### src/rtl/lc3b_types.sv
// Shared LC-3b types: machine word, cache line, and the L2 arbiter state encoding.
package lc3b_types;

    typedef logic [15:0]  lc3b_word;
    typedef logic [127:0] lc3b_cacheline;

    typedef enum logic [1:0] {
        IDLE    = 2'd0,
        SERVE_I = 2'd1,
        SERVE_D = 2'd2,
        RELEASE = 2'd3
    } lc3b_l2_arb_state;

endpackage

### src/rtl/l2_arbiter.sv
// Two-port L2 arbiter: serialises I-cache reads and D-cache reads/writebacks
// onto the single L2 port. Ties are broken round-robin (RR_EN=1) or in favour
// of the D-cache (RR_EN=0). Requests pass straight through while granted, and
// a one-cycle RELEASE gap separates consecutive grants.
module l2_arbiter
    import lc3b_types::*;
#(
    parameter bit RR_EN = 1'b1
) (
    input  logic          clk,
    input  logic          rst,

    input  logic          icache_read,
    input  lc3b_word      icache_address,
    output lc3b_cacheline icache_rdata,
    output logic          icache_resp,

    input  logic          dcache_read,
    input  logic          dcache_write,
    input  lc3b_word      dcache_address,
    input  lc3b_cacheline dcache_wdata,
    output lc3b_cacheline dcache_rdata,
    output logic          dcache_resp,

    output logic          mem_read,
    output logic          mem_write,
    output lc3b_word      mem_address,
    output lc3b_cacheline mem_wdata,
    input  lc3b_cacheline mem_rdata,
    input  logic          mem_resp
);

    lc3b_l2_arb_state state_q, state_d;
    // 0 = I-cache was served last, 1 = D-cache was served last
    logic             last_grant_q, last_grant_d;

    logic i_req;
    logic d_req;

    // Read and write together from the D-cache is illegal and counts as idle.
    assign i_req = icache_read;
    assign d_req = dcache_read ^ dcache_write;

    // State and last-grant registers; reset abandons any in-flight transaction.
    always_ff @(posedge clk) begin
        if (rst) begin
            state_q      <= IDLE;
            last_grant_q <= 1'b0;
        end else begin
            state_q      <= state_d;
            last_grant_q <= last_grant_d;
        end
    end

    // Next-state: grant pick in IDLE, completion or abort while serving.
    always_comb begin
        state_d      = state_q;
        last_grant_d = last_grant_q;
        case (state_q)
            IDLE: begin
                if (i_req && d_req) begin
                    if (RR_EN)
                        state_d = last_grant_q ? SERVE_I : SERVE_D;
                    else
                        state_d = SERVE_D;
                end else if (i_req) begin
                    state_d = SERVE_I;
                end else if (d_req) begin
                    state_d = SERVE_D;
                end
            end
            SERVE_I: begin
                // A response in the same cycle as a drop still counts as completion.
                if (mem_resp) begin
                    last_grant_d = 1'b0;
                    state_d      = RELEASE;
                end else if (!i_req) begin
                    state_d = RELEASE;
                end
            end
            SERVE_D: begin
                if (mem_resp) begin
                    last_grant_d = 1'b1;
                    state_d      = RELEASE;
                end else if (!d_req) begin
                    state_d = RELEASE;
                end
            end
            RELEASE: begin
                state_d = IDLE;
            end
            default: begin
                state_d = IDLE;
            end
        endcase
    end

    // Output routing: only the granted requester sees the L2 port; all else is 0.
    always_comb begin
        mem_read     = 1'b0;
        mem_write    = 1'b0;
        mem_address  = '0;
        mem_wdata    = '0;
        icache_resp  = 1'b0;
        icache_rdata = '0;
        dcache_resp  = 1'b0;
        dcache_rdata = '0;
        case (state_q)
            SERVE_I: begin
                mem_read     = i_req;
                mem_address  = i_req ? icache_address : '0;
                icache_resp  = mem_resp;
                icache_rdata = mem_rdata;
            end
            SERVE_D: begin
                mem_read     = dcache_read  & d_req;
                mem_write    = dcache_write & d_req;
                mem_address  = d_req ? dcache_address : '0;
                mem_wdata    = d_req ? dcache_wdata   : '0;
                dcache_resp  = mem_resp;
                dcache_rdata = mem_rdata;
            end
            default: begin
            end
        endcase
    end

endmodule

### config.mk
export PLATFORM = sky130hd
export DESIGN_NAME = l2_arbiter
export DESIGN_NICKNAME = d
export VERILOG_FILES = /design/src/rtl/lc3b_types.sv /design/src/rtl/l2_arbiter.sv
export SDC_FILE = /design/constraint.sdc
export NUM_CORES = 1
export LEC_CHECK = 0
export BUFFER_PORTS_ARGS = -buffer_cell sky130_fd_sc_hd__buf_2
export CAP_MARGIN = 20
export CORE_AREA = 8 8 266 268
export CTS_CLUSTER_SIZE = 14
export DETAILED_ROUTE_END_ITERATION = 16
export DIE_AREA = 0 0 274 276
export SYNTH_ARGS = -nofsm -noshare
export SYNTH_HDL_FRONTEND = slang
export SYNTH_SLANG_ARGS = --single-unit
### constraint.sdc
create_clock -name clk -period 1.7 [get_ports clk]
set_input_delay 0.085 -clock clk [delete_from_list [all_inputs] [get_ports clk]]
set_output_delay 0.085 -clock clk [all_outputs]
set_load 0.05 [all_outputs]
Word-level counts from Yosys, hierarchy flattened
Index checks and enable logic that the tools add are counted.

Register bits after elaboration: 3. Bits of input ports: 294. Output and inout port bits: 404. Word-level logic and storage cells: 41.

Equal/unequal tests: 8. Multiplexer cells: 23. Bitwise operators: 3. Reduce and logical (&&, ||, !) cells: 5.

Operator list (number): $mux W128 (4); $mux W16 (2); $pmux W16 S2 (1); $mux W2 (8); $pmux W2 S4 (1); $ne A3 B3 Y1 const B (2); $reduce_and A3 Y1 (2); $mux W1 (5); $eq A2 B2 Y1 const B (2); $ne A2 B2 Y1 const B (2); $ne A4 B4 Y1 const B (1); $pmux W1 S2 (2); $and A1 B1 Y1 (2); $eq A2 B1 Y1 const B (1); $logic_not A2 Y1 (1); $reduce_bool A2 Y1 (1); $logic_and A1 B1 Y1 (1); $xor A1 B1 Y1 (1).

Longest topological paths before layout
Gate-level depths: netlist of the first run.

Depth after elaboration: 5. Gate-level depth with buffers: 7. Depth with buffers taken out: 6.

Worst setup path after synthesis of the first run
Ideal clock, no wire load.

Kind: register to output. From: register state_q[1]. To: output port mem_address[10]. Data arrival time: 1.936 ns. Required time: 1.615 ns. Path slack: -0.321 ns. Cell stages (with the launch flop): 8. Path buffers: 2. Cells stage by stage: dfxtp_1 inv_1 ha_1 and2_1 buf_2 clkbuf_1 a22oi_1 nor2b_1.

Word-level cells in the longest chain between the ends: 2. Elaborated cells between the ends (all ways): 3. Classes of those cells: 2 x eq/ne; 1 x mux.

Ends and longest elaborated chain: from (decl) (RTL line l2_arbiter.sv:33) `lc3b_l2_arb_state state_q, state_d;`; from (signal assigned) (RTL line l2_arbiter.sv:50) `state_q <= state_d;`; $eq A2 B2 Y1 or $eq A2 B1 Y1 (tied branches) (RTL line l2_arbiter.sv:108) `case (state_q)`; $pmux W16 S2 (*) (RTL line l2_arbiter.sv:108); to (decl) (RTL line l2_arbiter.sv:27) `output lc3b_word mem_address,`.

Mark *: on every way between the ends. The rest lies on a longest branch, timed or not.

Worst setup path after layout of the first run
From: register state_q[0]. To: output port mem_wdata[9].

Word-level cells in the longest chain between the ends: 2.

Ends and longest elaborated chain: $eq A2 B2 Y1 (RTL line l2_arbiter.sv:108); $mux W128 (RTL line l2_arbiter.sv:108); to (decl) (RTL line l2_arbiter.sv:28) `output lc3b_cacheline mem_wdata,`.

Every way passes these cells.

==> results of run 1 <==
==> per-layer routing <==
| metal | global-route usage [%] | up-vias | wire (um) |
|---|---|---|---|
| li1 | - | 2992 | - |
| met1 | 19.7 | 3385 | 28000 |
| met2 | 29.6 | 655 | 35600 |
| met3 | 7.23 | 169 | 8140 |
| met4 | 1.36 | 44 | 1580 |
| met5 | 0 | - | 291 |
==> kinds of logic after synthesis <==
kind of cell	synth area share (%)
and+or+nand+nor	82.8
buffers and inverters	6.53
AOI/OAI and AO/OA	5.93
adders and majority gates	2.82
DFF	1.94
==> synth_stat cells <==
master	instances
o21ai_0	1
a21oi_1	3
nor2_1	1
buf_2	3
inv_1	4
buf_6	1
o21ba_1	1
nand2_1	1
and3b_1	1
ha_1	7
nand2b_1	1
o21ai_1	2
and2_1	388
or3_1	1
nor2b_1	18
a22oi_1	17
clkbuf_1	43
o211ai_1	1
a211o_1	1
dfxtp_1	3
==> through the flow <==
step	hold slack, ns	TNS (ns)	setup slack, ns	total power [W]	instances
after global placement	0.343	-0.157	-0.115	0.0161	2042
after detailed placement	0.348	-0.191	-0.140	0.0161	2042
after floorplan	0.154	-0.0780	-0.0780	0.00918	498
final	0.115	-18.09	-0.139	0.0224	2113
after global routing	0.111	-36.36	-0.186	0.0230	2102
after CTS	0.110	-18.22	-0.131	0.0196	2073
==> worst register-to-register path, delay by kind of cell, from the launching register on <==
kind	cells	cell delay (ns)
adders and majority gates	1	0.16
AOI/OAI and AO/OA	2	0.32
DFF	1	0.33
buffers and inverters	3	0.34
and+or+nand+nor	2	0.54
==> what timing repair did <==
item                                   in CTS  in global routing
setup buffers                              13                  6
endpoints found under the hold margin       0                  0
setup endpoints to repair                 354                376
gates resized for setup                   396                460
gates cloned                               14                 23
pin swaps                                  23                 58
hold buffers                                0                  0
==> state kept, by name, summed over array words and instances (netlist names) <==
name	cells
state_q	2
last_grant_q	1
==> cell type report <==
cell class | count | share of cell area [%]
flip-flops and latches | 3 | 0.446
diodes | 13 | 0.223
clock buffers | 4 | 0.541
repair buffers | 772 | 65.0
well taps | 873 | 7.49
inverters | 4 | 0.120
multi-input cells | 444 | 26.1
==> where the power goes <==
| group | total [W] | switching, W | leakage (nW) | internal [W] |
|---|---|---|---|---|
| clock network | 0.000377 | 0.0000672 | 0.0382 | 0.000310 |
| registers | 0.000137 | 0.0000312 | 0.0257 | 0.000106 |
| logic | 0.0219 | 0.0120 | 6.58 | 0.00986 |
==> worst min-delay path by stage <==
stage / start / endpoint / slack (ns) / cells after the start
after floorplan: rst / state_q[0] / 0.15 / 1
after global placement: rst / state_q[1] / 0.34 / 2
after detailed placement: rst / state_q[1] / 0.35 / 2
after CTS: rst / state_q[0] / 0.11 / 2
after global routing: rst / state_q[1] / 0.11 / 2
final: rst / state_q[1] / 0.11 / 2
==> reports/qor.yml, run 1 <==
overflow: 0
reg2reg_depth: 8
finalCritPeriodShare_pct: 108
worst_pin_slew_ns: 0.308
hold_path_class: "in2reg"
dpl_cell_area_um2: 10900
post-route-min-period_ns: 1.84
endpoint: "mem_wdata[9]"
synthTopCellsByArea: "and2_1 78%, clkbuf_1 5.2%, a22oi_1 4.1%"
wl_um: 73600
cts.clk_slew.worst_paths_ns: 0.03
synth_nets: 799
cp_slowest_cell: "dfxtp_2"
syn_to_final_growth_pct: 370
path_max_fanout: 14
syn_area_per_cell_um2: 6.23
fmax_mhz: 544
cp-end-kind: "output port"
post-route-util_pct: 21.9
nets: 1529
yosys.area.top_type: "and2_1"
syn-instance-count: 498
fp-row-count: 95
clk_latency_ns: 0.23
core_area_um2: 66600
synth_seq_area_share_pct: 1.94
hold_viol: 0
synth_area_um2: 3100
crit_family: "buffers and inverters"
die-area_um2: 75600
nFillCells: 7076
remaining_drc_errors: 0
violations: "negative setup slack"
port-buffer-count: 697
cts_buffers: 3
r2r-start: "state_q[0]"
ff2ff_setup_slack_ns: -0.06
clkSinkCount: 3
grt_pass1_wl_um: 83100
path_buf_inv: 5
ff_latch_area_um2: 65.1
synth.distinct_cells: 20
dieHeight_um: 276
ys_ff_latch: 3
layout_common_cells: "308 x buf_2, 287 x and2_4, 210 x buf_12, 122 x buf_8, 100 x and2_1"
cp-start-kind: "flip-flop"
final_cell_area_um2: 14600
vias_per_cell: 3.43
cpMostUsedCell: "buf_12"
drtIter0Drc: 330
place_hpwl_um: 58700
grt_start_max_net_pins: 57
cp.arrival_ns: 1.75
cts_tree: "built"
worst-setup-path-type: "reg2out"
grt_setup_unrepaired: "true"
multi_input_area_um2: 3810
slowest_delay_ns: 0.32
status: "complete, but fails checks"
r2r_end: "state_q[1]"
maxCapViolCount: 0
clockBufferDepth: 2
setup_ws_ns: -0.139
firstDrtPassIters: 4
grt_usage_pct: 16.9
final_layout_size_suffix_gt1_share_pct: 90.2
ctsRootBufferMaster: "clkbuf_16"
dr_total_vias: 7245
max-slew-margin-rel_pct: 79.4
maxSlewViolCount: 0
layout_commonest_cell: "buf_2"
ios: 698
post_drt_wl_per_cell_um: 34.8
worst_ep_required_time_ns: 1.62
htreeDepth: 1
setup_viol: 285
ys_warn_count: 0
ant_nets: 0
yosysTopAreaCellShare_pct: 78.2
path_depth: 8
die_w_um: 274
vdd_drop_max_v: 0.000923
p_leak_nw: 6.65
worstSetupStartpoint: "state_q[0]"
grt_pass1_vias: 7235
antenna_found_initial: 83
place_congestion: 0.894
initial_core_util_pct: 4.66
crit_chain: "inv_2 -> ha_4 -> nor2b_4 -> buf_12 -> buf_12 -> clkbuf_16 -> and2_1 -> buf_6"
clock_skew_ns: 0.00132
power_density_nw_per_um2: 1540
Power figures use the tool's default switching activity.
==> run 2, diff against run 1 <==
Settings changed: TNS_END_PERCENT set to 20.
==> reports/qor.yml, run 2 (synthesis gave the netlist of run 1 again) <==
place_congestion: 0.865  # -3.2%
remaining_drc_errors: 0  # unchanged
fmax_mhz: 544  # about the same
largest_reg_flops: 2  # unchanged
clock_skew_ns: 0.00103  # -0.000293 ns
ctsRootBufferMaster: "clkbuf_16"
layout_commonest_cell: "buf_2"
p_leak_nw: 5.53  # -17%
cp-start-kind: "flip-flop"
post_drt_wl_per_cell_um: 16.2  # -54%
holdPathEnd: "state_q[1]"
final_layout_size_suffix_gt1_share_pct: 75.0  # -15 points
tns_ns: -10.41  # +7.68 ns
multi_input_area_um2: 3300  # -13%
ios: 698  # unchanged
grt_usage_pct: 7.14  # -9.8 points
finalCritPeriodShare_pct: 108  # about the same
maxSlewViolCount: 0  # unchanged
drtIter0Drc: 249  # -25%
grt_pass1_vias: 6232  # -14%
top_register: "state_q"
wl_um: 33800  # -54%
initial_core_util_pct: 4.66  # unchanged
grt_setup_unrepaired: "true"
antenna_found_initial: 13  # -84%
overflow: 0  # unchanged
worstHoldStart: "rst"
ant_nets: 0  # unchanged
reg2reg_depth: 7  # -1
vias_per_cell: 2.99  # -13%
htreeDepth: 1  # unchanged
place_hpwl_um: 26400  # -55%
setup_ws_ns: -0.140  # -0.000896 ns
clk_latency_ns: 0.23  # about the same
r2r-start: "state_q[0]"
firstDrtPassIters: 5  # +1
setup_viol: 187  # -34%
worst_ep_required_time_ns: 1.62  # about the same
layout_common_cells: "384 x buf_2, 281 x and2_1, 188 x buf_6, 57 x and2_4, 51 x buf_4"
maxCapViolCount: 0  # unchanged
dieHeight_um: 276  # unchanged
holdPathStages: 2  # unchanged
ff2ff_setup_slack_ns: 0.09  # +0.15 ns
clockBufferDepth: 2  # unchanged
ff_latch_area_um2: 65.1  # unchanged
status: "complete, but fails checks"
worst_pin_slew_ns: 0.304  # -0.00433 ns
power_density_nw_per_um2: 1470  # -4.6%
nFillCells: 7426  # +4.9%
grt_pass1_wl_um: 41100  # -51%
syn_to_final_growth_pct: 255
hold_path_class: "in2reg"
cts.clk_slew.worst_paths_ns: 0.03  # about the same
worst-setup-path-type: "reg2out"
power.total_w: 0.0162  # -28%
clkSinkCount: 3  # unchanged
max-slew-margin-rel_pct: 79.9  # +0.43 points
cp-end-kind: "output port"
cp.arrival_ns: 1.75  # about the same
core_area_um2: 66600  # unchanged
biggestRegsByFlops: "state_q x2, last_grant_q x1"
grt_start_max_net_pins: 94  # +65%
nets: 1512  # -1.1%
dr_total_vias: 6251  # -14%
die_w_um: 274  # unchanged
cts_buffers: 3  # unchanged
port-buffer-count: 697  # unchanged
die-area_um2: 75600  # unchanged
violations: "negative setup slack"
fp-row-count: 95  # unchanged
hold_viol: 0  # unchanged
path_max_fanout: 6  # -8
post-route-min-period_ns: 1.84  # +0.000896 ns
cts_tree: "built"
r2r_end: "state_q[1]"
vdd_drop_max_v: 0.000587  # -36%
==> run 2: critical path, stage by stage (launching register included) <==
cell and delay (ns):
dfxtp_2 0.31, inv_2 0.06, ha_4 0.13, nor2b_4 0.19
buf_12 0.15, buf_16 0.15, buf_8 0.14, buf_6 0.11
and2_4 0.13, buf_8 0.14
==> run 2: final cells by class <==
cell class	instances	share of cell area [%]
Antenna cell	7	0.159
Clock buffer	4	0.715
Inverter	4	0.136
Multi-Input combinational cell	444	30.0
Sequential cell	3	0.591
Tap cell	873	9.91
Timing Repair Buffer	755	58.5
==> run 2: power by group <==
group	switching (W)	internal (W)
sequential	0.0000258	0.000106
clock	0.0000700	0.000310
combinational	0.00994	0.00571
==> run 2: how the worst max path moves through the flow <==
stage / cells after the start / slack (ns) / endpoint / startpoint
floorplan: 7 / -0.08 / mem_address[10] / state_q[1]
global placement: 9 / -0.09 / mem_wdata[92] / dcache_read
detailed placement: 9 / -0.10 / mem_wdata[91] / dcache_read
CTS: 8 / -0.14 / mem_wdata[119] / state_q[0]
global route: 9 / -0.20 / mem_wdata[77] / state_q[0]
finish: 9 / -0.14 / mem_wdata[98] / state_q[0]
==> run 2: metal layers <==
| metal | wire length, um | vias up | share of wire (%) | global-route usage (%) |
|---|---|---|---|---|
| met5 | 23 | - | 0.068 | 0 |
| met4 | 894 | 4 | 2.6 | 1.38 |
| met3 | 4550 | 47 | 13 | 2.95 |
| met2 | 16600 | 490 | 49 | 12.9 |
| met1 | 11800 | 2766 | 35 | 7.71 |
| li1 | - | 2944 | - | - |
==> run 2: repair_timing <==
item / 4_1_cts / 5_1_grt
pin swaps: 6 / 14
gates cloned: 3 / 8
setup endpoints to repair: 346 / 355
setup buffers: 5 / 10
resized for setup: 258 / 526
hold buffers: 0 / 0
==> run 2: stage by stage <==
| step | utilization, % | area [um^2] | cells | worst slack, ns | hold WS, ns |
|---|---|---|---|---|---|
| after floorplan | - | 3290 | 498 | -0.0780 | 0.154 |
| after global placement | 12.7 | 8470 | 2054 | -0.0919 | 0.287 |
| after detailed placement | 12.7 | 8470 | 2054 | -0.103 | 0.288 |
| after CTS | 14.2 | 9460 | 2066 | -0.145 | 0.0447 |
| after global routing | 16.5 | 11000 | 2085 | -0.199 | 0.0533 |
| final | 16.6 | 11000 | 2090 | -0.140 | 0.0384 |
